$ cat src/rtl/piso_serializer.sv
// Parallel-in / serial-out shifter with a load/ready handshake and shift stall.
// Words can be chained back to back: a load on the last-bit edge continues without a gap.
module piso_serializer #(
  parameter int WIDTH     = 8,
  parameter bit MSB_FIRST = 1'b1
) (
  input  logic             clk,
  input  logic             rst_n,
  input  logic [WIDTH-1:0] data,
  input  logic             load_valid,
  output logic             load_ready,
  input  logic             shift_en,
  output logic             sout,
  output logic             sout_valid,
  output logic             busy,
  output logic             done
);

  localparam int              CW       = $clog2(WIDTH + 1);
  localparam logic [CW-1:0]   CNT_FULL = CW'(WIDTH);
  localparam logic [CW-1:0]   CNT_ONE  = CW'(1);
  localparam logic [CW-1:0]   CNT_ZERO = '0;

  typedef enum logic {
    IDLE  = 1'b0,
    SHIFT = 1'b1
  } state_t;

  state_t           state;
  state_t           state_next;
  logic [WIDTH-1:0] sreg;
  logic [WIDTH-1:0] sreg_next;
  logic [WIDTH-1:0] sreg_shifted;
  logic [CW-1:0]    cnt;
  logic [CW-1:0]    cnt_next;
  logic             out_bit;
  logic             sout_next;
  logic             sout_valid_next;
  logic             done_next;
  logic             last_bit;
  logic             leaving;
  logic             accept;

  // Output end of the register and the 0-filled shift toward it.
  generate
    if (MSB_FIRST) begin : g_msb_first
      assign out_bit      = sreg[WIDTH-1];
      assign sreg_shifted = {sreg[WIDTH-2:0], 1'b0};
    end else begin : g_lsb_first
      assign out_bit      = sreg[0];
      assign sreg_shifted = {1'b0, sreg[WIDTH-1:1]};
    end
  endgenerate

  assign last_bit   = (state == SHIFT) && (cnt == CNT_ONE);
  // A counter of zero in SHIFT is unreachable; treat it as finished so the FSM can never stick.
  assign leaving    = (state == SHIFT) && (cnt <= CNT_ONE);
  assign load_ready = (state == IDLE) || ((state == SHIFT) && shift_en && last_bit);
  assign accept     = load_valid && load_ready;
  assign busy       = (state == SHIFT);

  always_ff @(posedge clk or negedge rst_n) begin
    if (!rst_n) begin
      state <= IDLE;
    end else begin
      state <= state_next;
    end
  end

  always_comb begin
    state_next      = state;
    sreg_next       = sreg;
    cnt_next        = cnt;
    sout_next       = 1'b0;
    sout_valid_next = 1'b0;
    done_next       = 1'b0;
    case (state)
      IDLE: begin
        if (accept) begin
          sreg_next  = data;
          cnt_next   = CNT_FULL;
          state_next = SHIFT;
        end
      end
      SHIFT: begin
        if (shift_en) begin
          sout_next       = out_bit;
          sout_valid_next = 1'b1;
          done_next       = last_bit;
          sreg_next       = sreg_shifted;
          if (cnt != CNT_ZERO) begin
            cnt_next = cnt - CNT_ONE;
          end
          if (leaving) begin
            if (accept) begin
              sreg_next  = data;
              cnt_next   = CNT_FULL;
              state_next = SHIFT;
            end else begin
              state_next = IDLE;
            end
          end
        end
      end
      default: begin
        state_next = IDLE;
      end
    endcase
  end

  always_ff @(posedge clk or negedge rst_n) begin
    if (!rst_n) begin
      sreg       <= '0;
      cnt        <= '0;
      sout       <= 1'b0;
      sout_valid <= 1'b0;
      done       <= 1'b0;
    end else begin
      sreg       <= sreg_next;
      cnt        <= cnt_next;
      sout       <= sout_next;
      sout_valid <= sout_valid_next;
      done       <= done_next;
    end
  end

endmodule

$ cat config.mk
export PLATFORM = sky130hd
export DESIGN_NAME = piso_serializer
export DESIGN_NICKNAME = d
export VERILOG_FILES = /design/src/rtl/piso_serializer.sv
export SDC_FILE = /design/constraint.sdc
export NUM_CORES = 1
export LEC_CHECK = 0
export ABC_AREA = 1
export BUFFER_PORTS_ARGS = -buffer_cell sky130_fd_sc_hd__clkbuf_2
export CORE_MARGIN = 5
export CORE_UTILIZATION = 50
export CTS_CLUSTER_DIAMETER = 150
export DETAILED_ROUTE_END_ITERATION = 6
export GPL_ROUTABILITY_DRIVEN = 0
export PLACE_DENSITY = 0.74
export RECOVER_POWER = 50
export SYNTH_ARGS = -nofsm -noshare
export SYNTH_HDL_FRONTEND = slang
export SYNTH_SLANG_ARGS = --single-unit
export TNS_END_PERCENT = 5
$ cat constraint.sdc
create_clock -name clk -period 1.5 [get_ports clk]
set_input_delay 0.225 -clock clk [delete_from_list [all_inputs] [get_ports clk]]
set_output_delay 0.225 -clock clk [all_outputs]
set_load 0.05 [all_outputs]
==> implementation parameters <==
Parameter                              Value

Run status
  Status    finished clean

Setup path
  Crit. End Element    output port
  CP Max Fanout    2
  First element of the critical path    cnt[1]
  Kind of launch point of the worst setup path    flop
  Minimum setup slack among reg-to-reg paths    0.08 ns
  Critical path destination    load_ready
  Worst endpoint required time    1.27 ns
  Worst r2r path cells    8
  Worst R2R Start    cnt[1]
  Crit path kind    flop to output port
  R2R Path End    sreg[2]
  WP data arrival    1.27 ns

Global routing
  Maximum number of pins on one net before global-route repair    17
  Wire length of the first global-routing pass    3240 um
  Grt total ovfl    0
  Via count of the first global-routing pass    759
  Initial antenna violation count    0
  Overall global routing resource usage    16.1%

STA
  Setup repair after global routing missed its margin    true
  Final period util    99.8%
  Final Critical Period    1.50 ns
  Worst-margin pin slew    0.830 ns
  Worst hold-check slack    0.150 ns
  Hold violation total from the final report    0
  Number of failing setup endpoints in the final timing report    0
  Clock Skew    0.000957 ns
  Max-Slew Margin vs Limit    44.7%
  Number of pins exceeding their max-slew limit in the final report    0
  TNS Setup    0 ns
  Fmax    668 MHz

Placement
  DP HPWL    1300 um
  Number of buffer cells added on primary ports    16

CTS
  Buffers from clock root to sink, at most    2
  Root Buffer Master    sky130_fd_sc_hd__clkbuf_4
  Clock tree from TritonCTS    done
  Number of buffers inserted during clock tree synthesis    3
  TritonCTS Sinks    16
  H-tree level count    1
  Worst-path clk slew    0.10 ns
  Clock insertion delay at the later pin of the skew report    0.29 ns

Power and ir drop
  Max rail drop VDD    1090 uV
  Pwr dens    1960 nW/um^2
  Leakage Power    0.666 nW

Yosys
  Synthesized netlist cell count    115
  Number of synthesis warnings    0
  Fraction of post-synthesis cell area in the top cell type by area    44.6%
  Main area contributors after synthesis    sky130_fd_sc_hd__dfrtp_1, sky130_fd_sc_hd__nand2_1, sky130_fd_sc_hd__inv_1
  Mapped Nets    130
  Area leader, netlist    sky130_fd_sc_hd__dfrtp_1
  Average size of a mapped cell    7.81 um^2
  Unique cell type count in the Yosys netlist    18
  Cell area after synthesis    898 um^2
  Flop and latch count out of synthesis    16
  Sequential area share after synthesis    44.6%

Floorplanning
  Floorplan die width    52.4 um
  Initial cell density of the core    52.0%
  DIE HEIGHT    52.4 um
  Overall die area    2740 um^2
  I/O pin count    17
  Standard-cell rows    15
  Placeable Area    1730 um^2

Route
  Number of DRC markers in iteration 0    5
  Number of antenna-violating nets in the routed design    0
  Aggregate routed wire length    1820 um
  Via/cell ratio    4.56
  Routed vias    766
  Detailed-route wire length per cell    10.9 um
  DRT Pass-1 Iters    4
  DR DRC count    0

Hold path
  Type of the worst min-delay path    primary input to flop

Final layout
  Growth of design area from synthesis to finish    28.3%
  Ant diodes    0
  Layout cell share with drive strength beyond 1    29.4%
  NumNets Final    159

Flow run
  Max-capacitance violation count    0
==> how the worst min path moves through the flow <==
| stage | slack [ns] | from | depth (start not counted) | to |
|---|---|---|---|---|
| 2_1_floorplan | -0.07 | rst_n | 0 | busy |
| 3_3_place_gp | 0.17 | rst_n | 1 | sout_valid |
| 3_5_place_dp | 0.17 | rst_n | 1 | sout_valid |
| 4_1_cts | 0.14 | data[0] | 3 | sreg[0] |
| 5_1_grt | 0.17 | data[0] | 3 | sreg[0] |
| 6_report | 0.15 | data[0] | 3 | sreg[0] |
==> cell usage in the layout, fill, tap and decap left out, drive strengths merged <==
cell          n
inv          28
xor2          3
a21oi         2
a31oi         1
nand2        37
clkbuf       19
dfrtp        16
ha            3
dlygate4sd3   1
a211oi        1
nor2          8
buf           9
o21ai         4
nand3         9
o31ai         1
o22ai         1
==> area by class of cell <==
type	instances	area, um^2
repair buffers	25	163
flip-flops and latches	16	402
clock buffers	4	36.3
well taps	25	31.3
multi-input cells	70	415
inverters	28	105
fillers	149	574
==> worst max-delay path, cell delays in order, from the launching register on <==
cell                      delay [ns]
sky130_fd_sc_hd__dfrtp_1        0.39
sky130_fd_sc_hd__inv_2          0.08
sky130_fd_sc_hd__ha_4           0.14
sky130_fd_sc_hd__nand2_4        0.05
sky130_fd_sc_hd__o21ai_4        0.16
sky130_fd_sc_hd__buf_8          0.17
==> through the flow <==
stage               total power [W]  setup slack, ns  utilization (%)  cells  area (um^2)
floorplan                   0.00155          -0.0338                -    115          910
global placement            0.00178            0.133             60.0    159         1040
detailed placement          0.00181            0.106             60.0    159         1040
CTS                         0.00224          -0.0164             66.1    168         1140
global route                0.00246          -0.0790             66.7    168         1150
finish                      0.00225          0.00320             66.7    168         1150
==> registers in the layout, indices dropped and copies added, names as in the netlist <==
name / cells
busy: 1
cnt: 4
done: 1
sout: 1
sout_valid: 1
sreg: 8
==> cell families (layout without fill, tap and decap cells) <==
logic type | count (synthesis) | after routing | share of synthesized area, %
simple gates | 54 | 54 | 24.9
buf+inv | 29 | 57 | 13.4
flops | 16 | 16 | 44.6
compound gates | 10 | 10 | 10.0
fa+ha+maj | 3 | 3 | 4.18
xor+xnor | 3 | 3 | 2.93
==> layer usage <==
metal / wire length (um) / global-route usage [%] / part of all wire [%]
met1: 783 / 18.9 / 43
met2: 935 / 27.9 / 51
met3: 76 / 2.85 / 4.2
met4: 27 / 7.66 / 1.5
met5: 0 / 0 / 0
==> Yosys cell counts <==
library cell,number
sky130_fd_sc_hd__nand2_1,35
sky130_fd_sc_hd__inv_1,27
sky130_fd_sc_hd__dfrtp_1,16
sky130_fd_sc_hd__nand3_1,9
sky130_fd_sc_hd__nor2_1,8
sky130_fd_sc_hd__ha_1,3
sky130_fd_sc_hd__xor2_1,3
sky130_fd_sc_hd__a21oi_1,2
sky130_fd_sc_hd__o21ai_0,2
sky130_fd_sc_hd__o21ai_2,2
sky130_fd_sc_hd__a211oi_2,1
sky130_fd_sc_hd__a31oi_2,1
sky130_fd_sc_hd__buf_8,1
sky130_fd_sc_hd__inv_2,1
sky130_fd_sc_hd__nand2_2,1
sky130_fd_sc_hd__nand2_4,1
sky130_fd_sc_hd__o22ai_1,1
sky130_fd_sc_hd__o31ai_4,1
==> what timing repair did <==
action | CTS | global route
gates cloned | 0 | 0
hold buffers | 1 | 0
pin swaps | 3 | 2
setup endpoints to repair | 1 | 9
gates resized for setup | 7 | 4
setup buffers | 4 | 0
endpoints found under the hold margin | 16 | 0
==> where the power goes <==
group          switching [W]  internal (W)  leakage [nW]
clock               0.000143      0.000148        0.0210
combinational       0.000720      0.000491         0.449
sequential          0.000138      0.000614         0.196
Note: power is estimated with default switching activity, not from simulation.
